==> config.mk <==
export PLATFORM = sky130hd
export DESIGN_NAME = mem_stage
export DESIGN_NICKNAME = d
export VERILOG_FILES = /design/src/rtl/mem_stage_pkg.sv /design/src/rtl/mem_stage_data_mem.sv /design/src/rtl/mem_stage.sv
export SDC_FILE = /design/constraint.sdc
export NUM_CORES = 2
export LEC_CHECK = 0
export BUFFER_PORTS_ARGS = -buffer_cell sky130_fd_sc_hd__buf_4
export CAP_MARGIN = 20
export CORE_AREA = 8 8 544 546
export CTS_BUF_LIST = sky130_fd_sc_hd__clkbuf_16
export DETAILED_ROUTE_END_ITERATION = 10
export DIE_AREA = 0 0 552 554
export GPL_TIMING_DRIVEN = 0
export PLACE_DENSITY = 0.79
export SLEW_MARGIN = 20
export SYNTH_ARGS = -nofsm -noshare
export SYNTH_HDL_FRONTEND = slang
export SYNTH_SLANG_ARGS = --single-unit
export TNS_END_PERCENT = 20
==> constraint.sdc <==
create_clock -name clk -period 5.6 [get_ports clk]
set_input_delay 0.84 -clock clk [delete_from_list [all_inputs] [get_ports clk]]
set_output_delay 0.84 -clock clk [all_outputs]
set_load 0.03 [all_outputs]
==> src/rtl/mem_stage_pkg.sv <==
// Shared types and widths for the memory stage and its data RAM.
package mem_stage_pkg;

  localparam int unsigned DATA_W = 16;
  localparam int unsigned REG_W  = 5;
  localparam int unsigned CNT_W  = 4;

  typedef enum logic {
    IDLE = 1'b0,
    BUSY = 1'b1
  } state_t;

  // Fields of one EX->MEM instruction, held while a multi-cycle access runs.
  typedef struct packed {
    logic [DATA_W-1:0] alu;
    logic [DATA_W-1:0] data;
    logic [REG_W-1:0]  wreg;
    logic              regw;
    logic              m2r;
    logic              mw;
    logic              mr;
  } mem_instr_t;

endpackage

==> src/rtl/mem_stage_data_mem.sv <==
// Single-port synchronous data RAM: read-before-write, read data captured
// only when requested and cleared otherwise so non-loads write back zero.
module mem_stage_data_mem
  import mem_stage_pkg::*;
#(
  parameter int unsigned ADDR_W = 8
) (
  input  logic              clk,
  input  logic              rst,
  input  logic              we,
  input  logic              re,
  input  logic [ADDR_W-1:0] addr,
  input  logic [DATA_W-1:0] wdata,
  output logic [DATA_W-1:0] rdata
);

  localparam int unsigned DEPTH = 2 ** ADDR_W;

  logic [DATA_W-1:0] mem [DEPTH];

  // Storage array; contents survive reset.
  always_ff @(posedge clk) begin
    if (we) begin
      mem[addr] <= wdata;
    end
  end

  // Read capture sees the pre-write word on a simultaneous read and write.
  always_ff @(posedge clk) begin
    if (rst) begin
      rdata <= '0;
    end else if (re) begin
      rdata <= mem[addr];
    end else begin
      rdata <= '0;
    end
  end

endmodule

==> src/rtl/mem_stage.sv <==
// Pipeline memory stage: multi-cycle data-memory access with upstream stall
// and the MEM->WB output register.
module mem_stage
  import mem_stage_pkg::*;
#(
  parameter int unsigned ADDR_W  = 8,
  parameter int unsigned MEM_LAT = 2
) (
  input  logic              clk,
  input  logic              rst,
  input  logic [DATA_W-1:0] i_ALU_out,
  input  logic [DATA_W-1:0] i_Data_Write,
  input  logic [REG_W-1:0]  i_Write_Reg_M,
  input  logic              i_REGWrite_M,
  input  logic              i_MEMtoREG_M,
  input  logic              i_MEMWrite_M,
  input  logic              i_MEMRead_M,
  output logic [DATA_W-1:0] o_Read_Data_W,
  output logic [DATA_W-1:0] o_ALU_out_W,
  output logic [REG_W-1:0]  o_Write_Reg_W,
  output logic              o_REGWrite_W,
  output logic              o_MEMtoREG_W,
  output logic              o_Stall_M
);

  localparam bit               MULTI     = (MEM_LAT > 1);
  localparam logic [CNT_W-1:0] CNT_START = CNT_W'(MEM_LAT - 1);
  localparam logic [CNT_W-1:0] CNT_LAST  = CNT_W'(1);

  state_t           state, state_n;
  logic [CNT_W-1:0] cnt, cnt_n;
  mem_instr_t       in_c, held, cur_c;
  logic             mem_op_c, complete_c, capture_c, stall_c;
  logic             we_c, re_c;

  assign in_c = '{alu:  i_ALU_out,    data: i_Data_Write, wreg: i_Write_Reg_M,
                  regw: i_REGWrite_M, m2r:  i_MEMtoREG_M,
                  mw:   i_MEMWrite_M, mr:   i_MEMRead_M};

  // A running access works only from its held copy.
  assign cur_c    = (state == BUSY) ? held : in_c;
  assign mem_op_c = i_MEMRead_M | i_MEMWrite_M;

  // State and latency counter register.
  always_ff @(posedge clk) begin
    if (rst) begin
      state <= IDLE;
      cnt   <= '0;
    end else begin
      state <= state_n;
      cnt   <= cnt_n;
    end
  end

  // Next state, completion and stall decode.
  always_comb begin
    state_n    = state;
    cnt_n      = cnt;
    complete_c = 1'b0;
    capture_c  = 1'b0;
    stall_c    = 1'b0;
    unique case (state)
      IDLE: begin
        if (mem_op_c && MULTI) begin
          state_n   = BUSY;
          cnt_n     = CNT_START;
          capture_c = 1'b1;
          stall_c   = 1'b1;
        end else begin
          complete_c = 1'b1;
        end
      end
      BUSY: begin
        cnt_n = cnt - CNT_W'(1);
        if (cnt == CNT_LAST) begin
          state_n    = IDLE;
          complete_c = 1'b1;
        end else begin
          stall_c = 1'b1;
        end
      end
      default: state_n = IDLE;
    endcase
  end

  assign o_Stall_M = stall_c;

  // Hold the accepted instruction for the duration of the access.
  always_ff @(posedge clk) begin
    if (rst) begin
      held <= '0;
    end else if (capture_c) begin
      held <= in_c;
    end
  end

  // MEM->WB register: instruction fields on completion, bubble otherwise.
  always_ff @(posedge clk) begin
    if (rst || !complete_c) begin
      o_ALU_out_W   <= '0;
      o_Write_Reg_W <= '0;
      o_REGWrite_W  <= 1'b0;
      o_MEMtoREG_W  <= 1'b0;
    end else begin
      o_ALU_out_W   <= cur_c.alu;
      o_Write_Reg_W <= cur_c.wreg;
      o_REGWrite_W  <= cur_c.regw;
      o_MEMtoREG_W  <= cur_c.m2r;
    end
  end

  assign we_c = complete_c & cur_c.mw & ~rst;
  assign re_c = complete_c & cur_c.mr;

  mem_stage_data_mem #(
    .ADDR_W(ADDR_W)
  ) u_data_mem (
    .clk   (clk),
    .rst   (rst),
    .we    (we_c),
    .re    (re_c),
    .addr  (cur_c.alu[ADDR_W-1:0]),
    .wdata (cur_c.data),
    .rdata (o_Read_Data_W)
  );

endmodule

==> summary.txt <==
Status
  • Status: finished, violations left
  • Failing checks: design-rule violations, negative setup slack

Synthesis
  • Synth warn: 0
  • Distinct cells, synth: 36
  • EDFF count, synth: 4096
  • Synth top cells by count: edfxtp_1 (4096), mux4_2 (1024), a22oi_1 (513)
  • Top-count cell post-synth: edfxtp_1
  • Syn avg cell area: 22.9 um2
  • Post-Synthesis Cells: 6884
  • Synth area leader: edfxtp_1
  • Synth top area share: 0.782
  • Synth Flop Type: edfxtp_1
  • Async S/R FF share, synth: 0
  • Synth area leaders: edfxtp_1 (78%), mux4_2 (15%), a22oi_1 (2.4%), dfxtp_1 (1.1%), nor2_1 (0.68%)
  • Post-synthesis net count: 6929
  • Synthesized cell area: 157000 um2
  • Sequential area share after synthesis: 0.792
  • Post-synthesis register bit count: 4181

Worst hold path
  • HP Start: i_Write_Reg_M[0]
  • Hold path depth: 3
  • Hold EP: o_Write_Reg_W[0]$_SDFF_PP0_
  • Hold crit path type: in -> reg

Clocking
  • H-tree Lvls: 5
  • Skew-Pair Late Insertion Delay: 930 ps
  • Clock Tree Root: clkbuf_16
  • Clock buffer depth: 4
  • CTS Buf Count: 388
  • Worst-path clk slew: roughly 70 ps
  • CTS tree: done
  • Setup Fix Bufs, Post-CTS: 0
  • # hold bufs at CTS: 0
  • Clock sink count: 4181

Timing
  • Final-report hold violation count: 0
  • Rel. slew slack: 0.117
  • Final Critical Period: about 6000 ps
  • Max Clk Rate: 167 MHz
  • Least-Margin Pin Slew: 1320 ps
  • Worst clock skew: 46.1 ps
  • Final period util: 1.07
  • Max-slew violation count: 0
  • Setup ws final: -379 ps
  • Unrepaired setup endpoints after global routing: false
  • Setup-failing EPs final: 53

Floorplanning
  • Die width: 552 um
  • FP Rows: 197
  • Die area: 306000 um2
  • Die H: around 550 um
  • Io pins: 83
  • Core box area: roughly 290000 um2
  • Starting density of the core: 0.548

Worst setup path
  • Crit-path max FO: 10
  • Data arrival, critical path: 6700 ps
  • Crit path depth: 10
  • Critical Path Sink Type: flip-flop
  • R2R setup slack: -380 ps
  • Worst-path cell chain: mux2_2, buf_2, buf_2, buf_2, buf_1, mux4_2, a22oi_1, nand4_1, o21ai_1, a41oi_1
  • Top delay family on crit path: buffers and inverters
  • FF-to-FF End: u_data_mem.rdata[5]$_SDFF_PP0_
  • Critical path required time: 6320 ps
  • Reg2reg start: state$_SDFF_PP0_
  • Most used cell, CP: buf_2
  • Crit path kind: reg -> reg
  • Worst path max stage delay: 990 ps
  • CP bufs+invs: 4
  • Worst reg2reg path depth: 10
  • CP max stage cell: o21ai_1
  • Worst Setup Start Kind: flip-flop

Pwr
  • PD cells: between 300 and 400 nW/um2
  • Combinational share of power: 0.088
  • Pwr Total: around 67 mW
  • Sw frac: 0.236
  • Seq pwr share: 0.520
  • Leakage: 55.7 nW
  • Peak supply drop: between 200 and 300 uV
  • P_int: 51.3 mW
  • Psw: 15.8 mW
  • Power share of the clock group: 0.392

Global route
  • Total GRT Usage: 0.301
  • Initial antenna violation count: 34
  • Vias in the first global route: 84296
  • Gr ovfl total: 0
  • Global-route wire length before repair: ~650000 um
  • Largest net degree at the start of global routing: 121

Route
  • DR iter-0 viols: approximately 16000
  • Routed length per placed instance: 40.2 um
  • Routed vias/inst: a little over 7
  • Routed Wire Length: approximately 470000 um
  • Post-DRT Antenna Nets: 0
  • # DRC: 3
  • DR vias: 85268
  • First-pass DRT Iterations: 11

Place
  • Place WS: -344 ps
  • Final GP Congestion: 0.982
  • Detail Placement HPWL: 284000 um
  • Buffers added on ports: between 80 and 90

Layout
  • Final core utilization: 0.628
  • Syn-to-layout area delta: 14.5%
  • # nets final: between 7000 and 8000
  • Layout cells sized above 1: 0.306

Flow run
  • Max-cap violations: 0
-- cells by family (layout without fill, tap and decap cells) --
family / Yosys count / count (layout) / share of synthesized area
buf+inv: 401 / 1432 / 0.0110
other cells: 0 / 31 / 0
mux: 1066 / 1066 / 0.149
flops: 4181 / 4181 / 0.792
fa+ha+maj: 2 / 2 / 0.000159
compound gates: 660 / 660 / 0.0304
simple gates: 574 / 574 / 0.0166
-- per-stage QoR --
stage	cells	TNS (ps)	hold WS, ps	cell area, um2
2_1_floorplan	6884	0	433	157000
3_3_place_gp	10747	-4683280	448	163000
3_5_place_dp	11004	-68880	453	168000
4_1_cts	11696	0	146	180000
5_1_grt	11699	0	162	180000
6_report	11727	-2440	169	180000
-- tightest hold or removal path, delay by kind of cell --
kind	cells	cell delay (ps)
buf+inv	1	90
mux	1	50
simple gates	1	70
-- placed cells by master (no fill, tap or decap), types with 114 or more instances in the layout --
master,synthesis,final
edfxtp_1,4096,4096
mux4_2,1024,1024
a22oi_1,513,512
clkbuf_16,0,401
nor2_2,0,253
clkbuf_1,221,182
buf_2,155,155
buf_6,2,144
nand4_1,129,129
nand2_1,122,114
-- how the worst max path moves through the flow --
stage	from	end
after floorplan	state$_SDFF_PP0_	u_data_mem.mem[0][10]$_DFFE_PP_
after detailed placement	i_ALU_out[1]	u_data_mem.mem[132][6]$_DFFE_PP_
after global placement	i_ALU_out[1]	u_data_mem.mem[85][13]$_DFFE_PP_
after global routing	state$_SDFF_PP0_	u_data_mem.rdata[5]$_SDFF_PP0_
after CTS	state$_SDFF_PP0_	u_data_mem.mem[132][9]$_DFFE_PP_
final	state$_SDFF_PP0_	u_data_mem.rdata[5]$_SDFF_PP0_
-- what timing repair did --
item | CTS | global route
gates resized for setup | 0 | 10
hold endpoints to repair | 0 | 0
endpoints found under the setup margin | 0 | 91
-- flip-flops by register name, indices dropped and copies added, names as in the netlist --
name and count:
held 41, o_REGWrite_W 1, cnt 4, u_data_mem.rdata 16, o_ALU_out_W 16, o_Write_Reg_W 5
u_data_mem.mem 4096, state 1, o_MEMtoREG_W 1
-- layer usage --
layer | global-route usage | share of wire
met4 | 0.207 | 0.091
met2 | 0.457 | 0.45
met1 | 0.363 | 0.31
met3 | 0.108 | 0.15
met5 | 0 | 0.00028
-- power by group through the flow --
stage          sequential (mW)  clock, mW  combinational (mW)
6_report                  34.9       26.3                5.88
3_3_place_gp              35.9          0                4.99
5_1_grt                   34.9       27.3                5.89
3_5_place_dp              35.6          0                5.47
4_1_cts                   34.9       26.2                5.64
2_1_floorplan             35.7          0                3.05
-- layout make-up --
type,count,area [um2]
antenna,31,77.6
buffer,398,1780
clock buffer,401,10000
clock inverter,291,2360
fill,17261,107000
inverter,3,11.3
multi-input combinational,2302,31900
sequential,4181,125000
tap,3781,4730
timing repair buffer,339,4550
No activity file was read; power rests on OpenSTA's default activity.
